`config.mk`:
```
export PLATFORM = sky130hd
export DESIGN_NAME = wave_capture_multi
export DESIGN_NICKNAME = d
export VERILOG_FILES = /design/src/rtl/wave_capture_multi_pkg.sv /design/src/rtl/wave_trigger_detect.sv /design/src/rtl/wave_capture_multi.sv
export SDC_FILE = /design/constraint.sdc
export NUM_CORES = 1
export LEC_CHECK = 0
export ABC_AREA = 1
export BUFFER_PORTS_ARGS = -buffer_cell sky130_fd_sc_hd__buf_4
export CAP_MARGIN = 20
export CORE_ASPECT_RATIO = 1.25
export CORE_MARGIN = 5
export CORE_UTILIZATION = 55
export DETAILED_ROUTE_END_ITERATION = 8
export PLACE_DENSITY = 0.86
export SLEW_MARGIN = 20
export SYNTH_ARGS = -nofsm -noshare
export SYNTH_HDL_FRONTEND = slang
export SYNTH_HIERARCHICAL = 1
export SYNTH_SLANG_ARGS = --single-unit
```
`constraint.sdc`:
```
create_clock -name clk -period 4.1 [get_ports clk]
set_input_delay 0.82 -clock clk [delete_from_list [all_inputs] [get_ports clk]]
set_output_delay 0.82 -clock clk [all_outputs]
set_load 0.005 [all_outputs]
```
`src/rtl/wave_capture_multi_pkg.sv`:
```
// Shared types and helpers for the multi-channel wave capture stage.
package wave_pkg;

    typedef enum logic [1:0] {
        ST_ARMED   = 2'd0,
        ST_CAPTURE = 2'd1,
        ST_WAIT    = 2'd2
    } state_t;

    localparam logic [1:0] TRIG_FREE = 2'd0;
    localparam logic [1:0] TRIG_RISE = 2'd1;
    localparam logic [1:0] TRIG_FALL = 2'd2;

    // Top ow bits of a signed sw-bit sample with the MSB inverted (truncation, no rounding); sw <= 32.
    function automatic logic [31:0] to_offset_binary(input logic [31:0] s, input int sw, input int ow);
        logic [31:0] r;
        r = s >> (sw - ow);
        r = r ^ (32'd1 << (ow - 1));
        return r;
    endfunction

endpackage

```
`src/rtl/wave_trigger_detect.sv`:
```
// Zero-cross / free-run trigger on one selectable channel; fire is a same-cycle pulse per qualifying strobe.
module wave_trigger_detect
    import wave_pkg::*;
#(
    parameter int NCH  = 2,
    parameter int CH_W = 1
) (
    input  logic            clk,
    input  logic            reset,
    input  logic            strobe,
    input  logic [NCH-1:0]  cur_sign,
    input  logic [1:0]      trig_mode,
    input  logic [CH_W-1:0] trig_channel,
    output logic            fire
);

    // Zero-crossing only depends on the sign, so only the sign of each channel is remembered.
    logic [NCH-1:0]  prev_sign_reg;
    logic [CH_W-1:0] sel;
    logic            prev_neg;
    logic            cur_neg;

    always_ff @(posedge clk or posedge reset) begin
        if (reset) begin
            prev_sign_reg <= '0;
        end else if (strobe) begin
            prev_sign_reg <= cur_sign;
        end
    end

    always_comb begin
        sel      = (32'(trig_channel) < NCH) ? trig_channel : '0;
        prev_neg = prev_sign_reg[sel];
        cur_neg  = cur_sign[sel];
        case (trig_mode)
            TRIG_RISE: fire = strobe && prev_neg && !cur_neg;
            TRIG_FALL: fire = strobe && !prev_neg && cur_neg;
            default:   fire = strobe;
        endcase
    end

endmodule

```
`src/rtl/wave_capture_multi.sv`:
```
// NCH-channel ping-pong capture into the scope RAM with trigger, decimation and overrun detection.
module wave_capture_multi
    import wave_pkg::*;
#(
    parameter int NCH   = 2,
    parameter int SW    = 16,
    parameter int OUT_W = 8,
    parameter int DEPTH = 8,
    localparam int CH_W = (NCH > 1) ? $clog2(NCH) : 1
) (
    input  logic                    clk,
    input  logic                    reset,
    input  logic                    new_sample_ready,
    input  logic [NCH*SW-1:0]       new_sample_in,
    input  logic [1:0]              trig_mode,
    input  logic [CH_W-1:0]         trig_channel,
    input  logic [3:0]              decim,
    input  logic                    wave_display_idle,
    output logic                    write_enable,
    output logic [CH_W+DEPTH:0]     write_address,
    output logic [OUT_W-1:0]        write_sample,
    output logic                    read_index,
    output logic                    busy,
    output logic                    overrun
);

    state_t              state_reg, state_next;
    logic                seq_active_reg;
    logic [CH_W-1:0]     seq_ch_reg;
    logic [DEPTH-1:0]    sample_index_reg;
    logic [NCH*SW-1:0]   samples_reg;
    logic [3:0]          decim_latched_reg;
    logic [3:0]          decim_cnt_reg;
    logic                read_index_reg;
    logic                overrun_reg;

    logic [NCH-1:0]      cur_sign;
    logic [SW-1:0]       ch_sample [NCH];
    logic                fire;
    logic                accept;
    logic                drop;
    logic                last_write;
    logic                wrap;

    genvar gi;
    generate
        for (gi = 0; gi < NCH; gi++) begin : g_ch
            assign cur_sign[gi]  = new_sample_in[gi*SW + SW-1];
            assign ch_sample[gi] = samples_reg[gi*SW +: SW];
        end
    endgenerate

    wave_trigger_detect #(
        .NCH  (NCH),
        .CH_W (CH_W)
    ) u_trig (
        .clk          (clk),
        .reset        (reset),
        .strobe       (new_sample_ready),
        .cur_sign     (cur_sign),
        .trig_mode    (trig_mode),
        .trig_channel (trig_channel),
        .fire         (fire)
    );

    assign accept     = new_sample_ready && !seq_active_reg &&
                        ((state_reg == ST_ARMED && fire) ||
                         (state_reg == ST_CAPTURE && decim_cnt_reg == 4'd0));
    assign drop       = new_sample_ready && seq_active_reg;
    assign last_write = seq_active_reg && (seq_ch_reg == CH_W'(NCH-1));
    assign wrap       = last_write && (sample_index_reg == '1);

    always_ff @(posedge clk or posedge reset) begin
        if (reset) begin
            state_reg <= ST_ARMED;
        end else begin
            state_reg <= state_next;
        end
    end

    always_comb begin
        state_next = state_reg;
        case (state_reg)
            ST_ARMED:   if (accept)            state_next = ST_CAPTURE;
            ST_CAPTURE: if (wrap)              state_next = ST_WAIT;
            ST_WAIT:    if (wave_display_idle) state_next = ST_ARMED;
            default:                           state_next = ST_ARMED;
        endcase
    end

    always_ff @(posedge clk or posedge reset) begin
        if (reset) begin
            seq_active_reg    <= 1'b0;
            seq_ch_reg        <= '0;
            sample_index_reg  <= '0;
            samples_reg       <= '0;
            decim_latched_reg <= '0;
            decim_cnt_reg     <= '0;
            read_index_reg    <= 1'b0;
            overrun_reg       <= 1'b0;
        end else begin
            if (accept) begin
                samples_reg    <= new_sample_in;
                seq_active_reg <= 1'b1;
                seq_ch_reg     <= '0;
            end else if (seq_active_reg) begin
                if (last_write) begin
                    seq_active_reg   <= 1'b0;
                    seq_ch_reg       <= '0;
                    sample_index_reg <= sample_index_reg + 1'b1;
                end else begin
                    seq_ch_reg <= seq_ch_reg + 1'b1;
                end
            end

            // The triggering strobe is count 0, so the counter resumes at 1 unless every sample is kept.
            if (state_reg == ST_ARMED && accept) begin
                decim_latched_reg <= decim;
                decim_cnt_reg     <= (decim == 4'd0) ? 4'd0 : 4'd1;
            end else if (state_reg == ST_CAPTURE && new_sample_ready && !seq_active_reg) begin
                decim_cnt_reg <= (decim_cnt_reg == decim_latched_reg) ? 4'd0 : decim_cnt_reg + 4'd1;
            end

            if (state_reg == ST_WAIT && wave_display_idle) begin
                read_index_reg <= ~read_index_reg;
            end

            if (drop) begin
                overrun_reg <= 1'b1;
            end
        end
    end

    assign write_enable  = seq_active_reg;
    assign write_address = seq_active_reg ? {~read_index_reg, seq_ch_reg, sample_index_reg} : '0;
    assign write_sample  = seq_active_reg ?
                           OUT_W'(to_offset_binary(32'(ch_sample[seq_ch_reg]), SW, OUT_W)) : '0;
    assign read_index    = read_index_reg;
    assign busy          = (state_reg == ST_CAPTURE) || seq_active_reg;
    assign overrun       = overrun_reg;

endmodule
```
==> results.ini <==
[run_status]
status = finished clean

[worst_setup_path]
r2r_end = decim_cnt_reg[1]$_DFFE_PP0P_
worstPathRequired_ps = 3280
rr_worst_depth = 6
worstSetupPathType = reg2out
cp.arrival_ps = 1900
r2r-start = write_enable$_DFF_PP0_
crit_family = flip-flops
ff2ff_setup_slack_ps = 2350
cp_slowest_cell = dfrtp_1
critPathMaxStageDelay_ps = 680
start_kind = flop
crit_chain = inv_2 -> or2_1 -> o21ai_2 -> buf_4
cp-end-kind = output port
crit_fanout = 13
critPathBufInv = 2

[layout]
fin_nets = 361
largest_register_ffs = 16
syn2layout_area_growth_pct = 25.6
diodes = 0
post-route-util = 0.710
drive_gt1_frac = 0.258

[timing]
relSlewSlack = 0.646
worstMarginPinSlew_ps = 531
skew_ps = 4.35
timing.hold.ws_ps = 376
setup_tns_ps = 0
min_period_over_period = 0.664
layout_min_cycle_time_ps = 2720
slew_viol_final = 0
setup_viol = 0
fin_ws_ps = 1380
fmax_mhz = 368
grt_setup_unrepaired = false
finalHoldViolations = 0

[floorplan]
core_um2 = 3780
start_util = 0.565
dieWidth_um = 65.8
num_io_pins = 65
die_h_um = 79.7
die-area_um2 = 5240
placementRows = 25

[logic_synthesis]
syn_area_um2 = 2140
syn_nets = 310
ys_seq_area_frac = 0.468
avgSynthCellArea_um2 = 8.16
synthCells = 262
yosysWarnings = 6
synth.distinct_cells = 31
ys_ff_latch = 40

[cts]
cts_max_level = 2
max-clock-path-buffers = 2
cts_hold_buf = 0
root_buffer = clkbuf_8
post_cts_buffers = 0
clk_pin_slew_worst_paths_ps = 80
insertion_delay_ps = 290
cts_buffers = 5
cts_resized = 0
clock-sinks = 40
cts_tree = yes

[pwr]
power_leakage_nw = 1.55
pwr_density_cell_nw_per_um2 = 631
ir_drop_mv = 0.394
power_w = 0.00169

[route]
routed_wl_mm = 4.71
ant_nets = 0
dr.first_iter.drc_count = 109
route.detailed.drc = 0
drt-pass1-iter-count = 4
vias = 1821
wl_per_cell_um = 12.8
via_per_inst = 4.95

[global_route]
globalRouteTotalUtil = 0.198
grt_first_pass_wirelength_mm = 8.10
first_global_vias = 1852
grt_overflow_total = 0
antenna_found_initial = 0
grt_max_degree = 39

[placed_design]
io_buffers = 48
routabilityCongestion = 0.876
dp_hpwl_mm = 3.30
place_worst_setup_slack_ps = 1750

[worst_hold_path]
hold_class = in2async

[job]
drv_cap = 0

[stage by stage]
step	instances	cell area [um2]
after floorplan	262	2140
after global placement	360	2530
after detailed placement	360	2530
after CTS	368	2690
after global routing	368	2690
final	368	2690
[cells in the final DEF (no fill, tap or decap), drive strengths merged]
cell / instances
nand2: 75
nand3: 21
dfrtp: 40
o22ai: 3
xor2: 4
nor2: 18
inv: 48
clkinv: 1
a21oi: 11
o31ai: 1
ha: 5
nor3b: 1
nand4: 4
xnor2: 4
buf: 49
clkbuf: 5
bufinv: 3
o21bai: 1
nor3: 2
or2: 1
nand3b: 1
o21ai: 16
[cell families after synthesis]
| group | after synthesis | synth area share |
|---|---|---|
| compound gates | 32 | 0.0965 |
| xor+xnor | 8 | 0.0328 |
| fa+ha+maj | 5 | 0.0293 |
| buf+inv | 54 | 0.108 |
| flops | 40 | 0.468 |
| simple gates | 123 | 0.265 |
[how the worst max path moves through the flow]
stage                                             end                    from  depth (start not counted)  slack, ps
final                                 write_sample[4]  write_enable$_DFF_PP0_                          4       1380
after global routing                  write_sample[2]  write_enable$_DFF_PP0_                          4       1300
after CTS                             write_sample[4]  write_enable$_DFF_PP0_                          4       1400
after detailed placement              write_sample[4]  write_enable$_DFF_PP0_                          4       1750
after global placement                write_sample[3]  write_enable$_DFF_PP0_                          4       1760
after floorplan           samples_reg[29]$_DFFE_PP0P_            trig_mode[0]                         12       2100
[area by class of cell]
type / count / area (um2)
repair buffers: 49 / 368
inverters: 49 / 185
clock buffers: 5 / 68.8
well taps: 54 / 67.6
flip-flops and latches: 40 / 1000
fillers: 280 / 1100
clock inverters: 3 / 90.1
multi-input cells: 168 / 906
[report_power, final]
part / switching, W / internal [W] / total (W)
registers: 0.000125 / 0.000538 / 0.000662
clock network: 0.000145 / 0.000305 / 0.000449
logic: 0.000338 / 0.000245 / 0.000583
total: 0.000608 / 0.00109 / 0.00169
[synthesized netlist by cell type (all sizes together)]
library cell	n	area share
xnor2	4	0.016
o21ai	16	0.046
nor3b	1	0.0059
nand4	4	0.015
clkinv	1	0.0023
inv	48	0.084
o21bai	1	0.0035
buf	5	0.022
nand3	21	0.049
a21oi	11	0.026
o31ai	1	0.0035
nand2	75	0.14
ha	5	0.029
dfrtp	40	0.47
xor2	4	0.016
nand3b	1	0.0035
nor3	2	0.0070
nor2	18	0.041
o22ai	3	0.018
or2	1	0.0029
[routing by layer]
metal,vias to the layer above,GRT usage,part of all wire
li1,918,-,-
met1,835,0.229,0.40
met2,57,0.350,0.53
met3,11,0.0465,0.059
met4,0,0.0705,0.017
met5,-,0,0
(Power assumes the default switching activity.)
